[src/rtl/spi_frame_pkg.sv]
// Shared state encodings, CRC-8 constants and width helpers for the SPI frame transmitter.
// The CRC state code is only meaningful when SPI_FRAME_CRC8_EN is defined.
package spi_frame_pkg;

    typedef logic [2:0] state_t;

    localparam state_t ST_IDLE  = 3'd0;
    localparam state_t ST_ARMED = 3'd1;
    localparam state_t ST_GAP   = 3'd2;
    localparam state_t ST_SHIFT = 3'd3;
    localparam state_t ST_DONE  = 3'd4;
    localparam state_t ST_CRC   = 3'd5;

    localparam logic [7:0] CRC8_POLY = 8'h07;
    localparam logic [7:0] CRC8_INIT = 8'h00;

    // Word index needs at least one bit even for a single-word frame.
    function automatic int idx_width(input int n);
        return (n > 1) ? $clog2(n) : 1;
    endfunction

    function automatic int bit_width(input int n);
        return (n > 1) ? $clog2(n) : 1;
    endfunction

    function automatic logic [7:0] crc8_step(input logic [7:0] crc, input logic b);
        return {crc[6:0], 1'b0} ^ (((crc[7] ^ b) == 1'b1) ? CRC8_POLY : 8'h00);
    endfunction

endpackage

[src/rtl/spi_frame_tx_slave_crc8.sv]
// Bit-serial CRC-8 accumulator (poly 0x07, MSB-first shift), one bit per enabled sclk edge.
// Clear takes priority over enable.
module spi_crc8_serial
    import spi_frame_pkg::*;
(
    input  logic       sclk,
    input  logic       rst,
    input  logic       clear,
    input  logic       enable,
    input  logic       bit_in,
    output logic [7:0] crc_out
);

    always_ff @(posedge sclk or posedge rst) begin
        if (rst) begin
            crc_out <= CRC8_INIT;
        end else if (clear) begin
            crc_out <= CRC8_INIT;
        end else if (enable) begin
            crc_out <= crc8_step(crc_out, bit_in);
        end
    end

endmodule

[src/rtl/spi_frame_tx_slave.sv]
// SPI slave frame transmitter: snapshots a NUM_WORDS x WORD_W frame and streams it on miso while cs is low.
// Optional trailing CRC-8 over the data bits is enabled with the SPI_FRAME_CRC8_EN macro.
module spi_frame_tx_slave
    import spi_frame_pkg::*;
#(
    parameter int WORD_W     = 32,
    parameter int NUM_WORDS  = 4,
    parameter int GAP_CYCLES = 1,
    parameter int LSB_FIRST  = 1
) (
    input  logic                        sclk,
    input  logic                        rst,
    input  logic                        cs,
    input  logic                        load_valid,
    output logic                        load_ready,
    input  logic [NUM_WORDS*WORD_W-1:0] frame_in,
    output logic                        miso,
    output logic                        miso_oe,
    output logic                        busy,
    output logic                        data_ready
);

    localparam int BW = bit_width(WORD_W);
    localparam int IW = idx_width(NUM_WORDS);
    localparam int FW = NUM_WORDS * WORD_W;
    localparam logic [BW-1:0] BIT_LAST  = BW'(WORD_W - 1);
    localparam logic [IW-1:0] WORD_LAST = IW'(NUM_WORDS - 1);
    localparam logic [3:0]    GAP_LAST  = (GAP_CYCLES > 0) ? 4'(GAP_CYCLES - 1) : 4'd0;

    // Handshake: a frame is captured on any posedge where load_valid && load_ready;
    // load_ready is high exactly while idle, so the buffer cannot change mid-frame.
    state_t          state;
    logic [FW-1:0]   frame_buf;
    logic [WORD_W-1:0] shift_reg;
    logic [BW-1:0]   bit_cnt;
    logic [IW-1:0]   word_idx;
    logic [IW-1:0]   nxt_idx;
    logic [3:0]      gap_cnt;
    logic [WORD_W-1:0] words [NUM_WORDS];

    for (genvar g = 0; g < NUM_WORDS; g++) begin : g_words
        assign words[g] = frame_buf[g*WORD_W +: WORD_W];
    end

    assign nxt_idx    = (word_idx == WORD_LAST) ? '0 : word_idx + 1'b1;
    assign load_ready = (state == ST_IDLE);

    function automatic logic first_bit(input logic [WORD_W-1:0] w);
        return (LSB_FIRST != 0) ? w[0] : w[WORD_W-1];
    endfunction

    function automatic logic [WORD_W-1:0] shifted(input logic [WORD_W-1:0] w);
        return (LSB_FIRST != 0) ? {1'b0, w[WORD_W-1:1]} : {w[WORD_W-2:0], 1'b0};
    endfunction

`ifdef SPI_FRAME_CRC8_EN
    logic       crc_clr;
    logic       crc_en;
    logic [7:0] crc_val;
    logic [7:0] crc_nxt;
    logic [7:0] crc_sr;
    logic       crc_phase;

    // The CRC absorbs each data bit on the edge that retires it from miso.
    assign crc_clr = (state == ST_IDLE && load_valid) ||
                     (cs && (state == ST_GAP || state == ST_SHIFT || state == ST_CRC));
    assign crc_en  = (state == ST_SHIFT);
    assign crc_nxt = crc8_step(crc_val, miso);

    spi_crc8_serial u_crc (
        .sclk    (sclk),
        .rst     (rst),
        .clear   (crc_clr),
        .enable  (crc_en),
        .bit_in  (miso),
        .crc_out (crc_val)
    );
`endif

    always_ff @(posedge sclk or posedge rst) begin
        if (rst) begin
            state      <= ST_IDLE;
            frame_buf  <= '0;
            shift_reg  <= '0;
            bit_cnt    <= '0;
            word_idx   <= '0;
            gap_cnt    <= '0;
            miso       <= 1'b0;
            miso_oe    <= 1'b0;
            busy       <= 1'b0;
            data_ready <= 1'b0;
`ifdef SPI_FRAME_CRC8_EN
            crc_sr     <= '0;
            crc_phase  <= 1'b0;
`endif
        end else begin
            data_ready <= 1'b0;
            case (state)
                ST_IDLE: begin
                    miso    <= 1'b0;
                    miso_oe <= 1'b0;
                    if (load_valid) begin
                        frame_buf <= frame_in;
                        busy      <= 1'b1;
                        state     <= ST_ARMED;
                    end
                end
                ST_ARMED: begin
                    miso    <= 1'b0;
                    miso_oe <= 1'b0;
                    if (!cs) begin
                        word_idx <= '0;
                        gap_cnt  <= '0;
                        bit_cnt  <= '0;
                        if (GAP_CYCLES > 0) begin
                            state <= ST_GAP;
                        end else begin
                            miso      <= first_bit(words[0]);
                            miso_oe   <= 1'b1;
                            shift_reg <= shifted(words[0]);
                            state     <= ST_SHIFT;
                        end
                    end
                end
                ST_GAP, ST_SHIFT, ST_CRC: begin
                    if (cs) begin
                        // Abort: keep the buffer, rewind so the next cs low restarts at word 0.
                        state    <= ST_ARMED;
                        miso     <= 1'b0;
                        miso_oe  <= 1'b0;
                        word_idx <= '0;
                        gap_cnt  <= '0;
                        bit_cnt  <= '0;
`ifdef SPI_FRAME_CRC8_EN
                        crc_phase <= 1'b0;
`endif
                    end else if (state == ST_GAP) begin
                        miso    <= 1'b0;
                        miso_oe <= 1'b0;
                        if (gap_cnt == GAP_LAST) begin
                            bit_cnt <= '0;
                            miso_oe <= 1'b1;
`ifdef SPI_FRAME_CRC8_EN
                            if (crc_phase) begin
                                miso   <= crc_val[7];
                                crc_sr <= {crc_val[6:0], 1'b0};
                                state  <= ST_CRC;
                            end else begin
                                miso      <= first_bit(words[word_idx]);
                                shift_reg <= shifted(words[word_idx]);
                                state     <= ST_SHIFT;
                            end
`else
                            miso      <= first_bit(words[word_idx]);
                            shift_reg <= shifted(words[word_idx]);
                            state     <= ST_SHIFT;
`endif
                        end else begin
                            gap_cnt <= gap_cnt + 4'd1;
                        end
                    end else if (state == ST_SHIFT) begin
                        if (bit_cnt != BIT_LAST) begin
                            miso      <= first_bit(shift_reg);
                            shift_reg <= shifted(shift_reg);
                            bit_cnt   <= bit_cnt + 1'b1;
                        end else if (word_idx != WORD_LAST) begin
                            word_idx <= nxt_idx;
                            bit_cnt  <= '0;
                            gap_cnt  <= '0;
                            if (GAP_CYCLES > 0) begin
                                miso    <= 1'b0;
                                miso_oe <= 1'b0;
                                state   <= ST_GAP;
                            end else begin
                                miso      <= first_bit(words[nxt_idx]);
                                shift_reg <= shifted(words[nxt_idx]);
                            end
                        end else begin
`ifdef SPI_FRAME_CRC8_EN
                            bit_cnt <= '0;
                            gap_cnt <= '0;
                            if (GAP_CYCLES > 0) begin
                                crc_phase <= 1'b1;
                                miso      <= 1'b0;
                                miso_oe   <= 1'b0;
                                state     <= ST_GAP;
                            end else begin
                                // Last data bit is still on miso, so use the look-ahead CRC.
                                miso   <= crc_nxt[7];
                                crc_sr <= {crc_nxt[6:0], 1'b0};
                                state  <= ST_CRC;
                            end
`else
                            miso       <= 1'b0;
                            miso_oe    <= 1'b0;
                            busy       <= 1'b0;
                            data_ready <= 1'b1;
                            state      <= ST_DONE;
`endif
                        end
                    end else begin
`ifdef SPI_FRAME_CRC8_EN
                        if (bit_cnt != BW'(7)) begin
                            miso    <= crc_sr[7];
                            crc_sr  <= {crc_sr[6:0], 1'b0};
                            bit_cnt <= bit_cnt + 1'b1;
                        end else begin
                            miso       <= 1'b0;
                            miso_oe    <= 1'b0;
                            busy       <= 1'b0;
                            data_ready <= 1'b1;
                            crc_phase  <= 1'b0;
                            state      <= ST_DONE;
                        end
`else
                        state <= ST_ARMED;
`endif
                    end
                end
                ST_DONE: begin
                    miso    <= 1'b0;
                    miso_oe <= 1'b0;
                    busy    <= 1'b0;
                    state   <= ST_IDLE;
                end
                default: begin
                    miso    <= 1'b0;
                    miso_oe <= 1'b0;
                    busy    <= 1'b0;
                    state   <= ST_IDLE;
                end
            endcase
        end
    end

endmodule

[config.mk]
export PLATFORM = sky130hd
export DESIGN_NAME = spi_frame_tx_slave
export DESIGN_NICKNAME = d
export VERILOG_FILES = /design/src/rtl/spi_frame_pkg.sv /design/src/rtl/spi_frame_tx_slave_crc8.sv /design/src/rtl/spi_frame_tx_slave.sv
export SDC_FILE = /design/constraint.sdc
export NUM_CORES = 1
export LEC_CHECK = 0
export BUFFER_PORTS_ARGS = -buffer_cell sky130_fd_sc_hd__buf_2
export CELL_PAD_IN_SITES_DETAIL_PLACEMENT = 1
export CELL_PAD_IN_SITES_GLOBAL_PLACEMENT = 2
export CORE_AREA = 2 2 140 142
export CTS_BUF_LIST = sky130_fd_sc_hd__clkbuf_4
export DETAILED_ROUTE_END_ITERATION = 8
export DIE_AREA = 0 0 142 144
export PLACE_DENSITY = 0.86
export SLEW_MARGIN = 5
export SYNTH_ARGS = -nofsm -noshare
export SYNTH_HDL_FRONTEND = slang
export SYNTH_HIERARCHICAL = 1
export SYNTH_SLANG_ARGS = --single-unit
[constraint.sdc]
create_clock -name sclk -period 15.9 [get_ports sclk]
set_clock_uncertainty 0.05 [all_clocks]
set_input_delay 3.18 -clock sclk [delete_from_list [all_inputs] [get_ports sclk]]
set_output_delay 3.18 -clock sclk [all_outputs]
set_load 0.005 [all_outputs]
==> results.cfg, run 1 <==
[sta]
slew_headroom_pct = 32.85
setup_slack_ns = 10.94
slew_violations = 0
timing.fmax_ghz = 0.2014
tightest_slew_ns = 1.007
hold_viol_final = 0
setup_violations = 0
fin_crit_sh_pct = 31.23
finalSetupTns_ns = 0
fin_crit_ns = 4.965
rsz0062_at_grt = no

[finish]
postLayoutCellArea_mm2 = 0.009255
fillers = 1956
instances_no_fill = 956
area_growth_pct = 12.88
fin_nets = 840
largest_reg_flops = 128
layout-drive-gt1-share_pct = 48.25

[placed_design]
dp_cells = 921
dp_hpwl_mm = 12.52
placed_area_mm2 = 0.008959
port_buffers = 136
gp_congestion = 0.7849
pre_cts_ws_ns = 10.48

[die]
ios = 137
die_w_um = 142
die_height_um = 144
num_rows = 51
dieArea_mm2 = 0.02045
core_area_mm2 = 0.01908
floorplan.initialDensity_pct = 42.97

[routing]
dr.pass1.iters = 4
wl_per_cell_um = 18.37
drcViolationCount = 0
viasPerCell = 5.335
wl_mm = 17.56
postRouteAntennaNets = 0
drt_iter0_drc = 239
vias = 5100

[cts]
ctsRootBufferMaster = clkbuf_4
clock_path_buffers = 2
cts_tree = built
clkTransAtPathRegs_ns = 0.16
cts_buffers = 17
clock_sinks = 177
clk_latency_ns = 0.57
ctsHoldBuffers = 0
htree_levels = 4
cts_setup_buffers = 0
cts_resized = 0

[global_routing]
grt.total_usage_pct = 18.35
grt_pass1_vias = 5641
grt_max_degree = 112
grt_pass1_wl_mm = 29.20
globalRouteOverflowTotal = 0
antenna_found_initial = 2

[critical_path]
slowest_stage = dfrtp_1
slowest_delay_ns = 0.68
cp_cell_sequence = nor3_1 -> buf_2
critical_path_class = register to output pin
critPathRequiredTime_ns = 12.67
cp-start-kind = register
cp-end-kind = output pin
cp_max_fo = 22
arrival_ns = 1.73

[synth]
yosysTopAreaCell = dfrtp_1
ys.flop_type = dfrtp_1
yosysWarnings = 6
synth_edf_count = 0
ys_seq_area_share_pct = 54.02
syn_nets = 717
ys_types = 49
synth_top_area_share_pct = 54.02
synth-async-reset-ratio_pct = 100.0
synth_area_leaders = dfrtp_1 (54%), mux2_2 (18%), mux4_2 (8.8%)
netlist_instances = 579
yosys-top-cells-count = dfrtp_1 (177), mux2_2 (129), nand2_1 (39)
synth.avg_cell_area_um2 = 14.16
ys_ff_latch = 177
synth_area_mm2 = 0.008199
yosysMostFrequentCell = dfrtp_1

[power]
leakage_nw = 3.974
peakVddDrop_v = 0.00007510
powerDensity_mw_per_mm2 = 156.8

[outcome]
run_status = finished clean

[hold_path]
hold_path.class = register to register

[run]
cap_violations = 0
-- power breakdown --
part | total (W) | internal, W | switching (W)
Clock | 0.000260 | 0.0000977 | 0.000162
Sequential | 0.000756 | 0.000645 | 0.000111
Combinational | 0.000435 | 0.000267 | 0.000168
Total | 0.00145 | 0.00101 | 0.000441
-- layout by cell type (no fill, tap or decap), drive strengths merged, types with 2 or more instances in the layout --
cell / instances
and2: 6
nor3b: 3
nor2b: 8
buf: 142
clkbuf: 18
mux2i: 32
clkinv: 5
nor4: 2
nand2b: 6
diode: 3
a211o: 2
nor4b: 2
mux2: 130
a21oi: 8
nand2: 40
dfrtp: 177
a32oi: 2
clkinvlp: 2
nand3: 4
bufinv: 2
o21ai: 39
mux4: 32
nor2: 8
inv: 13
nor3: 3
ha: 6
a22o: 4
-- worst max-delay path: cells and delay by family (launching register included) --
kind          cells  cell delay [ns]
buf+inv           1             0.17
flops             1             0.68
simple gates      1             0.31
-- worst paths after layout --
check,endpoint,startpoint,cells past startpoint,slack [ns]
setup / recovery,load_ready,state[0],2,10.94
hold / removal,shift_reg[10],shift_reg[10],2,0.45
setup reg to reg,frame_buf[125],state[0],4,12.75
hold reg to reg,shift_reg[10],shift_reg[10],2,0.45
max in group asynchronous,shift_reg[1],rst,3,11.63
min in group asynchronous,frame_buf[47],rst,2,2.74
-- through the flow --
stage               utilization [%]  total power (W)  hold WS, ns
floorplan                         -         0.001102       0.3992
detailed placement            46.95         0.001215       0.4231
CTS                           48.47         0.001478       0.4528
global placement              46.95         0.001168       0.4122
global route                  48.48         0.001556       0.4908
finish                        48.51         0.001451       0.4516
-- logic make-up after synthesis --
kind of cell | share of synthesized area [%]
adder cells (fa/ha/maj) | 0.9156
XOR/XNOR | 0.1068
AND/OR/NAND/NOR | 5.433
buffers and inverters | 3.846
AO/OA/AOI/OAI | 5.128
flip-flops | 54.02
multiplexers | 30.55
-- per-layer routing --
metal | wire, um | global-route usage, % | up-vias
met5 | 0 | 0 | -
met4 | 154 | 4.737 | 0
met1 | 7513 | 23.04 | 2619
met3 | 896 | 4.570 | 11
li1 | - | - | 2370
met2 | 8998 | 31.93 | 100
-- area by class of cell --
type,count,area (um^2),share of cell area [%]
diodes,3,7.507,0.08111
clock buffers,18,135.1,1.460
clock inverters,14,153.9,1.663
inverters,8,35.03,0.3785
multi-input cells,356,3468,37.47
flip-flops and latches,177,4432,47.88
well taps,238,297.8,3.218
repair buffers,142,725.7,7.841
Note: power is estimated with default switching activity, not from simulation.
==> inputs of run 2 (changes only) <==
Settings changed: CORE_AREA 2 2 140 142 to 2 2 152 154, DIE_AREA 0 0 142 144 to 0 0 154 156, PLACE_DENSITY 0.86 to 0.77.
Clock period 15.9 ns to 4.49 ns, I/O delays scaled along.
==> results.cfg, run 2 (same netlist as run 1, synthesis figures left out) <==
[cts]
cts_tree = built
clkTransAtPathRegs_ns = 0.18
htree_levels = 4
cts_resized = 0
ctsRootBufferMaster = clkbuf_4
ctsHoldBuffers = 0
cts_setup_buffers = 0
cts_buffers = 17
clock_path_buffers = 2
clk_latency_ns = 0.58
clock_sinks = 177

[critical_path]
cp-start-kind = register
cp-endpoint = frame_buf[92]
reg2reg_to = frame_buf[92]
arrival_ns = 3.22
critical_path_class = register to register
reg2reg_slack_ns = 1.67
r2r_start = state[0]
cp_max_fo = 65
critPathRequiredTime_ns = 4.89
cp-end-kind = register
r2r_cells = 4
crit_start = state[0]

[global_routing]
grt_max_degree = 99
grtUsageMet3_pct = 4.222
globalRouteOverflowTotal = 0
use_met1_pct = 20.56
antenna_found_initial = 3
grt_pass1_vias = 5815
grt.total_usage_pct = 16.07
grt_pass1_wl_mm = 30.48
met2_usage_pct = 27.20
top_usage_layer = met2

[hold_path]
hold_path.class = input pin to asynchronous set/reset pin

[sta]
slew_headroom_pct = 38.38
finalSetupTns_ns = 0
slew_violations = 0
fin_crit_ns = 2.817
tightest_slew_ns = 0.9224
rsz0062_at_grt = no
fin_crit_sh_pct = 62.74
timing.fmax_ghz = 0.3550
hold_viol_final = 0
setup_violations = 0

[die]
floorplan.initialDensity_pct = 36.66
num_rows = 55
core_area_mm2 = 0.02237
dieArea_mm2 = 0.02402
ios = 137
die_height_um = 156
die_w_um = 154

[finish]
multiInputGateArea_mm2 = 0.003468
most-common-layout-cells = dfrtp_1 (175), buf_2 (136), mux2_2 (129)
area_growth_pct = 14.30
fillers = 2333
layout-drive-gt1-share_pct = 48.32
largest_reg_flops = 128
seqCellArea_mm2 = 0.004432
mostFrequentLayoutCell = dfrtp_1
instances_no_fill = 1004
fin_nets = 841

[power]
powerDensity_mw_per_mm2 = 553.3
peakVddDrop_v = 0.0001999
leakage_nw = 3.995

[placed_design]
port_buffers = 136
gp_congestion = 0.7746
dp_hpwl_mm = 12.50
dp_cells = 969

[routing]
drcViolationCount = 0
wl_per_cell_um = 18.07
dr.pass1.iters = 4
wl_mm = 18.14
postRouteAntennaNets = 0
viasPerCell = 5.110
vias = 5130
drt_iter0_drc = 253

[run]
cap_violations = 0

[outcome]
run_status = finished clean
run 2: changes by cell type in the layout (fill, tap and decap cells not counted), sizes merged:
cell / before / now
inv: 13 / 15
buf: 142 / 143
bufinv: 2 / 1
clkbuf: 18 / 17
clkinv: 5 / 6
clkinvlp: 2 / 1
run 2: metal layers:
metal	wire length, um	vias to the layer above
met1	8086	2628
met4	229	2
met2	8970	101
met5	13	-
met3	839	22
li1	-	2377
run 2: worst min path at each step:
stage / end / cells past startpoint
final: frame_buf[88] / 2
after global routing: frame_buf[118] / 2
after CTS: frame_buf[21] / 2
after detailed placement: shift_reg[6] / 2
after global placement: shift_reg[14] / 2
after floorplan: shift_reg[10] / 2
run 2: area by class of cell:
type / instances / share of cell area (%)
clock inverters: 15 / 2.003
repair buffers: 143 / 8.091
flip-flops and latches: 177 / 47.29
multi-input cells: 356 / 37.01
well taps: 285 / 3.805
diodes: 3 / 0.08011
inverters: 8 / 0.3605
clock buffers: 17 / 1.362
run 2: per-stage QoR:
step | power [W] | worst slack [ns] | hold slack [ns] | cell area, um^2 | utilization, %
after CTS | 0.005283 | 1.716 | 0.3949 | 9364 | 41.87
after floorplan | 0.003903 | 1.275 | 0.3992 | 8203 | -
after global placement | 0.004154 | 1.820 | 0.4104 | 9049 | 40.46
final | 0.005185 | 1.673 | 0.4331 | 9371 | 41.90
after detailed placement | 0.004306 | 1.731 | 0.4246 | 9049 | 40.46
after global routing | 0.005569 | 1.453 | 0.3993 | 9366 | 41.88
run 2: worst max-delay path, cell delays in order, from the launching register on:
cell     delay (ns)
dfrtp_1        0.67
nor3_1         0.32
and2_4         0.76
buf_12         0.39
mux2_2         0.37
run 2: power breakdown:
group          total [W]  leakage (nW)  switching, W  internal [W]
registers        0.00267          2.16      0.000389       0.00228
logic            0.00155          1.66      0.000603      0.000949
clock network   0.000960         0.169      0.000645      0.000315
